<file path="src/rtl/serial_adder.sv">
// Bit-serial adder: one full-adder slice and a carry flop add two WIDTH-bit
// operands LSB first, then register sum/cout alongside a one-cycle done strobe.
module serial_adder #(
  parameter int WIDTH = 8
) (
  input  logic             clk,
  input  logic             rst,
  input  logic             start,
  input  logic [WIDTH-1:0] a,
  input  logic [WIDTH-1:0] b,
  input  logic             cin,
  output logic             busy,
  output logic             done,
  output logic [WIDTH-1:0] sum,
  output logic             cout
);

  localparam int CNT_W = (WIDTH > 1) ? $clog2(WIDTH) : 1;
  localparam logic [CNT_W-1:0] LAST = CNT_W'(WIDTH - 1);

  typedef enum logic [1:0] {IDLE, RUN, DONE} state_t;

  state_t           state, state_nxt;
  logic [WIDTH-1:0] a_sr, b_sr, res_sr, res_nxt;
  logic             carry;
  logic [CNT_W-1:0] cnt;
  logic [1:0]       fa;
  logic             last_bit;
  logic             accept;

  // Returns {carry_out, sum_bit}.
  function automatic logic [1:0] full_add(input logic x, input logic y, input logic c);
    full_add = {(x & y) | (c & (x ^ y)), x ^ y ^ c};
  endfunction

  assign fa       = full_add(a_sr[0], b_sr[0], carry);
  assign last_bit = (cnt == LAST);
  assign accept   = start && ((state == IDLE) || (state == DONE));

  // The new sum bit enters at the MSB so the word is LSB-aligned after WIDTH shifts.
  generate
    if (WIDTH == 1) begin : g_w1
      assign res_nxt = fa[0];
    end else begin : g_wn
      assign res_nxt = {fa[0], res_sr[WIDTH-1:1]};
    end
  endgenerate

  always_comb begin
    state_nxt = state;
    case (state)
      IDLE:    if (start) state_nxt = RUN;
      RUN:     if (last_bit) state_nxt = DONE;
      DONE:    state_nxt = start ? RUN : IDLE;
      default: state_nxt = IDLE;
    endcase
  end

  always_ff @(posedge clk or posedge rst) begin
    if (rst) state <= IDLE;
    else     state <= state_nxt;
  end

  // Both flags decode straight from the state register.
  assign busy = (state == RUN);
  assign done = (state == DONE);

  always_ff @(posedge clk or posedge rst) begin
    if (rst) begin
      a_sr   <= '0;
      b_sr   <= '0;
      res_sr <= '0;
      carry  <= 1'b0;
      cnt    <= '0;
      sum    <= '0;
      cout   <= 1'b0;
    end else if (accept) begin
      a_sr  <= a;
      b_sr  <= b;
      carry <= cin;
      cnt   <= '0;
    end else if (state == RUN) begin
      a_sr   <= a_sr >> 1;
      b_sr   <= b_sr >> 1;
      res_sr <= res_nxt;
      carry  <= fa[1];
      cnt    <= cnt + CNT_W'(1);
      if (last_bit) begin
        sum  <= res_nxt;
        cout <= fa[1];
      end
    end
  end

endmodule
</file>
<file path="config.mk">
export PLATFORM = sky130hd
export DESIGN_NAME = serial_adder
export DESIGN_NICKNAME = d
export VERILOG_FILES = /design/src/rtl/serial_adder.sv
export SDC_FILE = /design/constraint.sdc
export NUM_CORES = 1
export LEC_CHECK = 0
export ABC_AREA = 1
export CORE_MARGIN = 5
export CORE_UTILIZATION = 56
export DETAILED_ROUTE_END_ITERATION = 8
export PLACE_DENSITY = 0.84
export SETUP_SLACK_MARGIN = 0.1
export SLEW_MARGIN = 20
export SYNTH_ARGS = -nofsm -noshare
export SYNTH_HDL_FRONTEND = slang
export SYNTH_SLANG_ARGS = --single-unit
</file>
<file path="constraint.sdc">
create_clock -name clk -period 4 [get_ports clk]
set_clock_uncertainty 0.05 [all_clocks]
set_input_delay 0.8 -clock clk [delete_from_list [all_inputs] [get_ports clk]]
set_output_delay 0.8 -clock clk [all_outputs]
set_load 0.005 [all_outputs]
</file>
; ---- Yosys cells after proc, flatten, opt, wreduce, memory -nomap -nowiden
; Index checks and enable logic that the tools add are counted.
[classes]
n_addsub = 1
eq_ne = 5
mux = 12
bitwise_logic = 6
reduce_logical = 7
[ops]
columns = op, count
row1 = 8-bit two-way mux, 4
row2 = 3-bit two-way mux, 2
row3 = 2-bit one-hot mux with 3 select lines, 1
row4 = 2-bit two-way mux, 2
row5 = 2-bit AND reduction, 2
row6 = 3-bit by 1-bit adder with 3-bit output (second input constant), 1
row7 = 3-bit equality test (second input constant), 1
row8 = 1-bit two-way mux, 3
row9 = 3-bit AND reduction, 1
row10 = 1-bit AND, 2
row11 = 2-bit by 1-bit equality test with 1-bit output (second input constant), 1
row12 = 2-bit equality test (second input constant), 1
row13 = 2-bit logical NOT, 1
row14 = 2-bit by 1-bit inequality test with 1-bit output (second input constant), 1
row15 = 2-bit inequality test (second input constant), 1
row16 = 2-bit nonzero test, 1
row17 = 1-bit XOR, 2
row18 = 1-bit logical AND, 1
row19 = 1-bit logical OR, 1
row20 = 1-bit NOT, 1
row21 = 1-bit OR, 1
[word_totals]
reg_bits = 39
in_bits = 20
output_inout_bits = 11
word_cells = 39

; ---- Longest topological paths before layout
; Gate-level depths: netlist (run 1).
[depth]
depth_word = 5
depth_mapped = 8
depth_no_buf = 6

; ---- Worst setup path after synthesis (run 1)
; Ideal clock, no wire load.
[synth_timing]
path_type = flip-flop to output port
from = register state[1]
to = output done
arrival_ns = 0.791
required_ns = 3.150
setup_slack_ns = 2.359
path_stages_with_launch = 4
path_buffers = 1
path_cell_list = dfrtp_1 > inv_2 > clkbuf_1 > nor2_1
[synth_between]
elab_chain_len = 1
[synth_lines]
columns = element, line_no
row1 = "start, declared", 23  ; state_t state, state_nxt;
row2 = "start signal, assigned", 61  ; else state <= state_nxt;
row3 = 2-bit equality test, 66  ; assign done = (state == DONE);
row4 = "end, declared", 13  ; output logic done,
; No other way between the ends.

; ---- Worst setup path in the final report (run 1)
[layout_timing]
from = register state[0]
to = output busy
[layout_between]
elab_chain_len = 1
[layout_lines]
columns = element, line_no
row1 = 2-bit by 1-bit equality test with 1-bit output, 65  ; assign busy = (state == RUN);
row2 = "end, declared", 12  ; output logic busy,
; No other way between the ends.

==> results.md, run 1 <==
- Initial Util: 0.583
- Seq/Total Area, Yosys: 0.538
- Final Hold Vio Count: 0
- Worst-path fanout max: 13
- CTS root buf: clkbuf_4
- Cell variety after synth: 18
- Unrepaired setup endpoints after global routing: no
- Post-CTS Setup Bufs: 0
- Syn_area_per_cell: 8.29 um^2
- Drt first pass iters: 4
- R2R setup slack: 2450 ps
- WP data required: 3150 ps
- Overall die height: 66.2 um
- Crit path DAT: 1860 ps
- Register bit total from synthesis: 38
- Startpoint class of the critical path: flip-flop
- Slew HR: 0.562
- TritonCTS Buffers: 5
- Vias: 1381
- Post-cts sizing count: 0
- Clk network pwr share: 0.166
- Vias per cell: 4.80
- # IOs: 31
- Final setup margin: 1290 ps
- Layout cell share with drive strength beyond 1: 0.0984
- Non-Filler Instances: 288
- Drt wl/cell: 11.1 um
- Fin crit period: 2710 ps
- Share of the synthesized area in the top cell type: 0.538
- Detailed Route WL: 3.19 mm
- Global-route wire length before repair: 5.65 mm
- Prevailing post-synth register cell: dfrtp_1
- Pin count of the biggest net entering global routing: 21
- Number of synthesized flops with an enable pin: 0
- Dpl ws: 1520 ps
- Psw: 0.611 mW
- Clk buf depth: 2
- Count of final setup violators: 0
- P_int: 0.993 mW
- Hold WS: 432 ps
- Count of input and output buffers: 30
- Area leader, netlist: dfrtp_1
- CP endpoint kind: primary output
- Fin. max-slew vios: 0
- Leakage: 1.15 nW
- Syn_nets: 236
- Worst-Margin Slew: 655 ps
- Total Routing Usage GR: 0.172
- Setup TNS: 0 ps
- Met3 routed WL: 154 um
- Top Metal Used: met4
- Post-DP HPWL: 2.30 mm
- Design Power: 1.60 mW
- Filler instances: 241
- Yosys warns: 0
- N_diodes: 0
- Hold_buf cts: 0
- Final Instance Area: 0.00217 mm^2
- Max Cap Viol: 0
- Hold crit path type: flip-flop to flip-flop
- Synth-to-Final Area Change: 22.7%
- Placed Cells incl. Taps: 281
- Power Density: 740 mW/mm^2
- Cell count after synthesis: 213
- Worst vdd ir: 0.000389 V
- DR iter-0 viols: 74
- Crit Path Class: flip-flop to primary output
- Gr ovfl total: 0
- Remaining antenna violation count: 0
- CTS sink count: 38
- Clk_lat worst skew: 340 ps
- Initial antenna violation count: 0
- H-Tree Depth: 2
- Post-Route M1 WL: 1.43 mm
- Core Region: 0.00303 mm^2
- Placed cell areas: 0.00209 mm^2
- Vias in the first global route: 1314
- Combinational Power Share: 0.414
- Top post-synthesis cells by area: dfrtp_1 (54%), nand2_1 (18%), inv_1 (6.4%), nand3_1 (5.7%), o21ai_2 (3.5%)
- Fmax: 0.369 GHz
- Row count: 20
- Final period utilization: 0.677
- Post-synthesis cell area: 0.00177 mm^2
- Global placer's final weighted congestion: 0.842
- Async set or reset register ratio after synthesis: 1.00
- Met2 WL: 1.54 mm
- DIE AREA: 0.00438 mm^2
- Chip Width: 66.2 um
- FF/Latch Area: 951 um^2
- Footprint of the multi-input gates: 642 um^2
- Outcome: finished, final reports clean
- CTS tree: yes
- Drt drc: 0
- Final core utilization: 0.716
- Clock slew at reported path FFs: 110 ps
- Reg power frac: 0.420
- Nets@finish: 267
- Sw frac: 0.381
-- worst paths after layout --
kind,startpoint,endpoint,cells past startpoint
worst max-delay path,state[0],busy,3
worst min register to register,cnt[0],cnt[0],1
max in group asynchronous,rst,a_sr[1],3
worst min-delay path,cnt[0],cnt[0],1
min in group asynchronous,rst,sum[7],2
worst max register to register,state[0],a_sr[2],4
-- cells by family (layout without fill, tap and decap cells) --
kind of cell,after synthesis,count (layout),share of synthesized area
AND/OR/NAND/NOR,114,114,0.275
buffers and inverters,41,72,0.0984
flip-flops,38,38,0.538
AO/OA/AOI/OAI,17,17,0.0630
adder cells (fa/ha/maj),3,3,0.0255
-- state kept, by name, summed over array words and instances (netlist names) --
name,flops
res_sr,7
state,2
b_sr,8
cout,1
cnt,3
a_sr,8
carry,1
sum,8
-- cells in the final DEF, fill, tap and decap left out, drive strengths merged, types with 2 or more instances in the layout --
cell type      Yosys  routed
clkbuf             3       6
clkdlybuf4s50      0      30
dfrtp             38      38
ha                 2       2
inv               34      34
nand2             88      88
nand3             20      20
nor2               6       6
o21ai             16      16
-- worst max-delay path, stage by stage, from the launching register on --
cell and delay [ps]:
dfrtp_1 610, inv_2 180, nor2_4 200, clkdlybuf4s50_1 530
-- cell type report --
class,count,area share
Sequential cell,38,0.439
Multi-Input combinational cell,134,0.296
Timing Repair Buffer,31,0.142
Inverter,34,0.0600
Tap cell,44,0.0254
Clock buffer,6,0.0237
Clock inverter,1,0.0139
-- cell usage after synthesis (2+ instances only) --
| master | n |
|---|---|
| nand2_1 | 84 |
| dfrtp_1 | 38 |
| inv_1 | 30 |
| nand3_1 | 20 |
| o21ai_0 | 9 |
| o21ai_2 | 7 |
| nor2_1 | 5 |
| clkbuf_1 | 3 |
| inv_2 | 3 |
| nand2_4 | 3 |
| buf_2 | 2 |
| buf_6 | 2 |
| ha_1 | 2 |
-- power groups by stage --
stage / Sequential, mW / Combinational (mW) / Clock [mW]
5_1_grt: 0.699 / 0.766 / 0.293
6_report: 0.674 / 0.663 / 0.267
4_1_cts: 0.673 / 0.674 / 0.272
3_3_place_gp: 0.674 / 0.650 / 0
2_1_floorplan: 0.655 / 0.488 / 0
3_5_place_dp: 0.681 / 0.669 / 0
-- layer usage --
metal,vias to the layer above,global-route usage
met2,34,0.278
met3,7,0.0442
met5,-,0
met1,637,0.213
met4,0,0.0812
li1,703,-
(Power assumes the default switching activity.)
==> run 2, diff against run 1 <==
--- a/config.mk
+++ b/config.mk
@@ -7,9 +7,9 @@
 export LEC_CHECK = 0
 export ABC_AREA = 1
 export CORE_MARGIN = 5
-export CORE_UTILIZATION = 56
+export CORE_UTILIZATION = 52
 export DETAILED_ROUTE_END_ITERATION = 8
-export PLACE_DENSITY = 0.84
+export PLACE_DENSITY = 0.79
 export SETUP_SLACK_MARGIN = 0.1
 export SLEW_MARGIN = 20
 export SYNTH_ARGS = -nofsm -noshare
==> constraint.sdc (replaced) <==
create_clock -name clk -period 2.55 [get_ports clk]
set_clock_uncertainty 0.05 [all_clocks]
set_input_delay 0.51 -clock clk [delete_from_list [all_inputs] [get_ports clk]]
set_output_delay 0.51 -clock clk [all_outputs]
set_load 0.005 [all_outputs]
==> run 2 against run 1 <==
Sequential power rose by 53%. Clock power rose by 43%. Critical path depth is the same. Global-route usage is 1.4 points lower. Setup slack got worse by 850 ps. Critical endpoint is now done. Highest routed layer unchanged.
==> results.md, run 2 (synthesis results as in run 1) <==
- FF/Latch Area: 951 um^2
- Core Region: 0.00331 mm^2
- DR iter-0 viols: 57
- Total Routing Usage GR: 0.158
- Crit path DAT: 1550 ps
- Final Instance Area: 0.00218 mm^2
- TritonCTS Buffers: 5
- Fmax: 0.474 GHz
- Clock slew at reported path FFs: 110 ps
- Drt first pass iters: 4
- Final Hold Vio Count: 0
- Layout cell share with drive strength beyond 1: 0.109
- Global-route wire length before repair: 5.49 mm
- Fin crit period: 2110 ps
- Vias per cell: 4.60
- Placed cell areas: 0.00210 mm^2
- CP endpoint kind: primary output
- Worst-Margin Slew: 458 ps
- Count of input and output buffers: 30
- CTS sink count: 38
- Post-DP HPWL: 2.23 mm
- Max Cap Viol: 0
- N_diodes: 0
- Hold crit path type: flip-flop to flip-flop
- Initial Util: 0.534
- Regs by FF count: a_sr (8), b_sr (8), sum (8)
- WP data required: 1990 ps
- Detailed Route WL: 3.12 mm
- Leakage: 1.16 nW
- Count of final setup violators: 0
- CTS tree: yes
- Power Density: 1140 mW/mm^2
- Remaining antenna violation count: 0
- Most frequent cells in the layout: nand2_1 (84), dfrtp_1 (38), inv_1 (30), clkdlybuf4s50_1 (30), nand3_1 (20)
- Setup TNS: 0 ps
- Outcome: finished, final reports clean
- Initial antenna violation count: 0
- Final period utilization: 0.827
- Row count: 21
- Global placer's final weighted congestion: 0.839
- Post-CTS Setup Bufs: 0
- Final core utilization: 0.659
- Hold WS: 437 ps
- Synth-to-Final Area Change: 23.5%
- Drt drc: 0
- Post-cts sizing count: 0
- Clk_lat worst skew: 340 ps
- Worst-path fanout max: 12
- # IOs: 31
- Footprint of the multi-input gates: 642 um^2
- Clk buf depth: 2
- CTS root buf: clkbuf_4
- Vias: 1348
- Chip Width: 68.3 um
- Worst vdd ir: 0.000575 V
- Slew HR: 0.695
- Pin count of the biggest net entering global routing: 39
- Startpoint class of the critical path: flip-flop
- Nets@finish: 269
- Commonest non-fill, non-tap cell in the layout: nand2_1
- Vias in the first global route: 1284
- H-Tree Depth: 2
- Overall die height: 68.3 um
- Crit Path Class: flip-flop to primary output
- Gr ovfl total: 0
- Filler instances: 300
- Drt wl/cell: 10.6 um
- Unrepaired setup endpoints after global routing: no
- Fin. max-slew vios: 0
- DIE AREA: 0.00466 mm^2
- Hold_buf cts: 0
[run 2: changes by cell type in the layout (fill, tap and decap cells not counted)]
cell / before / now
buf_4: 1 / 3
bufinv_16: 1 / 0
clkbuf_8: 1 / 3
[run 2: critical path: stages (launching register included)]
cell and delay, ps:
dfrtp_1 410, buf_4 180, nor2_1 110, clkdlybuf4s50_1 510
[run 2: path summary, 6_finish.rpt]
| check | slack, ps | cells after the start | startpoint | endpoint |
|---|---|---|---|---|
| min in group asynchronous | 520 | 3 | rst | sum[0] |
| hold reg to reg | 440 | 2 | a_sr[7] | a_sr[7] |
| setup / recovery | 440 | 3 | state[0] | done |
| hold / removal | 440 | 2 | a_sr[7] | a_sr[7] |
| max in group asynchronous | 1610 | 3 | rst | sum[3] |
| setup reg to reg | 1110 | 6 | state[1] | a_sr[1] |
[run 2: area by class of cell]
type | instances | area share
multi-input cells | 134 | 0.294
repair buffers | 33 | 0.148
well taps | 46 | 0.0264
flip-flops and latches | 38 | 0.436
clock buffers | 8 | 0.0361
inverters | 34 | 0.0596
[run 2: report_power, final]
group | total [mW] | internal, mW | switching [mW]
Sequential | 1.03 | 0.884 | 0.149
Combinational | 1.08 | 0.461 | 0.621
Clock | 0.381 | 0.188 | 0.192
[run 2: layer usage]
metal  GRT usage  part of all wire
met5           0                 0
met4      0.0546            0.0096
met3      0.0493             0.063
met2       0.253              0.44
met1       0.202              0.48
[run 2: stage by stage]
step	cells	power, mW	setup slack (ps)
after floorplan	213	1.79	1130
after global placement	285	2.10	686
after detailed placement	285	2.14	689
after CTS	293	2.52	428
after global routing	293	2.74	361
final	293	2.50	440
==> patch, RTL diff (flow settings as in run 2) <==
Set the parameter `WIDTH` to 16 (it was 8).
--- a/src/rtl/serial_adder.sv
+++ b/src/rtl/serial_adder.sv
@@ -1,7 +1,7 @@
 // Bit-serial adder: one full-adder slice and a carry flop add two WIDTH-bit
 // operands LSB first, then register sum/cout alongside a one-cycle done strobe.
 module serial_adder #(
-  parameter int WIDTH = 8
+  parameter int WIDTH = 16
 ) (
   input  logic             clk,
   input  logic             rst,
Ports: changed (resized a, b and sum); port bits go from 31 to 55. No check against the original RTL was run, so the function may have changed too.
==> patch against run 2 <==
- critical path depth unchanged
- wire length increased by 90%
- cell area increased by 77%
- sequential cell count increased by 33
- count of clock-buffer cells in the layout increased by 3
- synthesized area increased by 77%
- sequential power increased by 84%
- utilization decreased by 0.22 points
- die area increased by 64%
- fmax increased by 4.3%
- synthesized cell count increased by 76%
- first-iteration DRC count increased by 93%
- total power increased by 73%
- worst setup slack improved by 88 ps
- highest routed layer unchanged
==> patch: results <==
{
  "route.met3.wl_um": 337,
  "post-route-util_pct": 65.7,
  "synth-compound-area-share_pct": 6.74,
  "multi_input_area_share_pct": 28.1,
  "routed_wirelength_mm": 5.93,
  "use_met1_pct": 22.5,
  "synth_nets": 413,
  "synthCells": 375,
  "gp_congestion": 0.746,
  "p_leak_nw": 1.96,
  "multi_input_gates": 248,
  "dpl.cell_count": 493,
  "synthDistinctLibCells": 22,
  "status": "completed",
  "routed-wl-met2_mm": 2.84,
  "layoutNonFillerInstCount": 508,
  "num-fill-cells": 506,
  "dpl_worst_slack_ps": 510,
  "seq_area_frac_synth_pct": 57.0,
  "grt_pass1_wl_mm": 10.6,
  "synth_fa_ha_area_share_pct": 1.04,
  "p_sw_w": 0.00158,
  "p_comb_share_pct": 38.1,
  "dp_hpwl_mm": 4.04,
  "cts.sinks": 71,
  "vdd_ir_drop_max_mv": 0.495,
  "critPathMaxFanout": 4,
  "drt-met1-wl_mm": 2.66,
  "route.vias.total": 2495,
  "placed_cell_area_sq_um": 3700,
  "cts_made_buffers": 9,
  "grt.total_usage_pct": 17.4,
  "worst_ep_arrival_time_ps": 1460,
  "grt_util_met3_pct": 3.50,
  "clkbuf_count": 11,
  "cts_root_buf": "clkbuf_8",
  "layout-drive-gt1-share_pct": 6.70,
  "buffers_excl_clock": 60,
  "num-nonclk-inverters": 39,
  "port_buffers": 54,
  "seq_share_pct": 46.0,
  "slowest_stage": "clkdlybuf4s50_1",
  "nNetsFinal": 467,
  "synth_area_leaders": "dfrtp_1 (57%), nand2_1 (19%), o21ai_0 (5.8%)",
  "synth_common_cells": "nand2_1 (159), dfrtp_1 (71), inv_1 (37)",
  "relSlewSlack_pct": 74.0,
  "gr-usage-met2_pct": 28.4,
  "drtIter0Drc": 110,
  "coreArea_sq_um": 5890
}
==> patch: final timing paths <==
kind / startpoint / to / slack (ps) / depth (start not counted)
worst min-delay path: res_sr[11] / sum[10] / 430 / 2
worst max-delay path: state[0] / busy / 530 / 3
worst max register to register: state[1] / b_sr[1] / 960 / 6
min in group asynchronous: rst / state[1] / 520 / 3
worst min register to register: res_sr[11] / sum[10] / 430 / 2
max in group asynchronous: rst / res_sr[15] / 1640 / 3
==> patch: worst min-delay path, cell delays in order (launching register included) <==
cell and delay (ps):
dfrtp_1 340, nand2_1 50, nand2_1 60
==> patch: power groups by stage <==
stage	registers [W]	clock network, W	logic [W]
after floorplan	0.00189	0	0.00115
after global placement	0.00191	0	0.00159
after detailed placement	0.00192	0	0.00167
after CTS	0.00191	0.000792	0.00167
after global routing	0.00197	0.000835	0.00192
final	0.00190	0.000768	0.00164
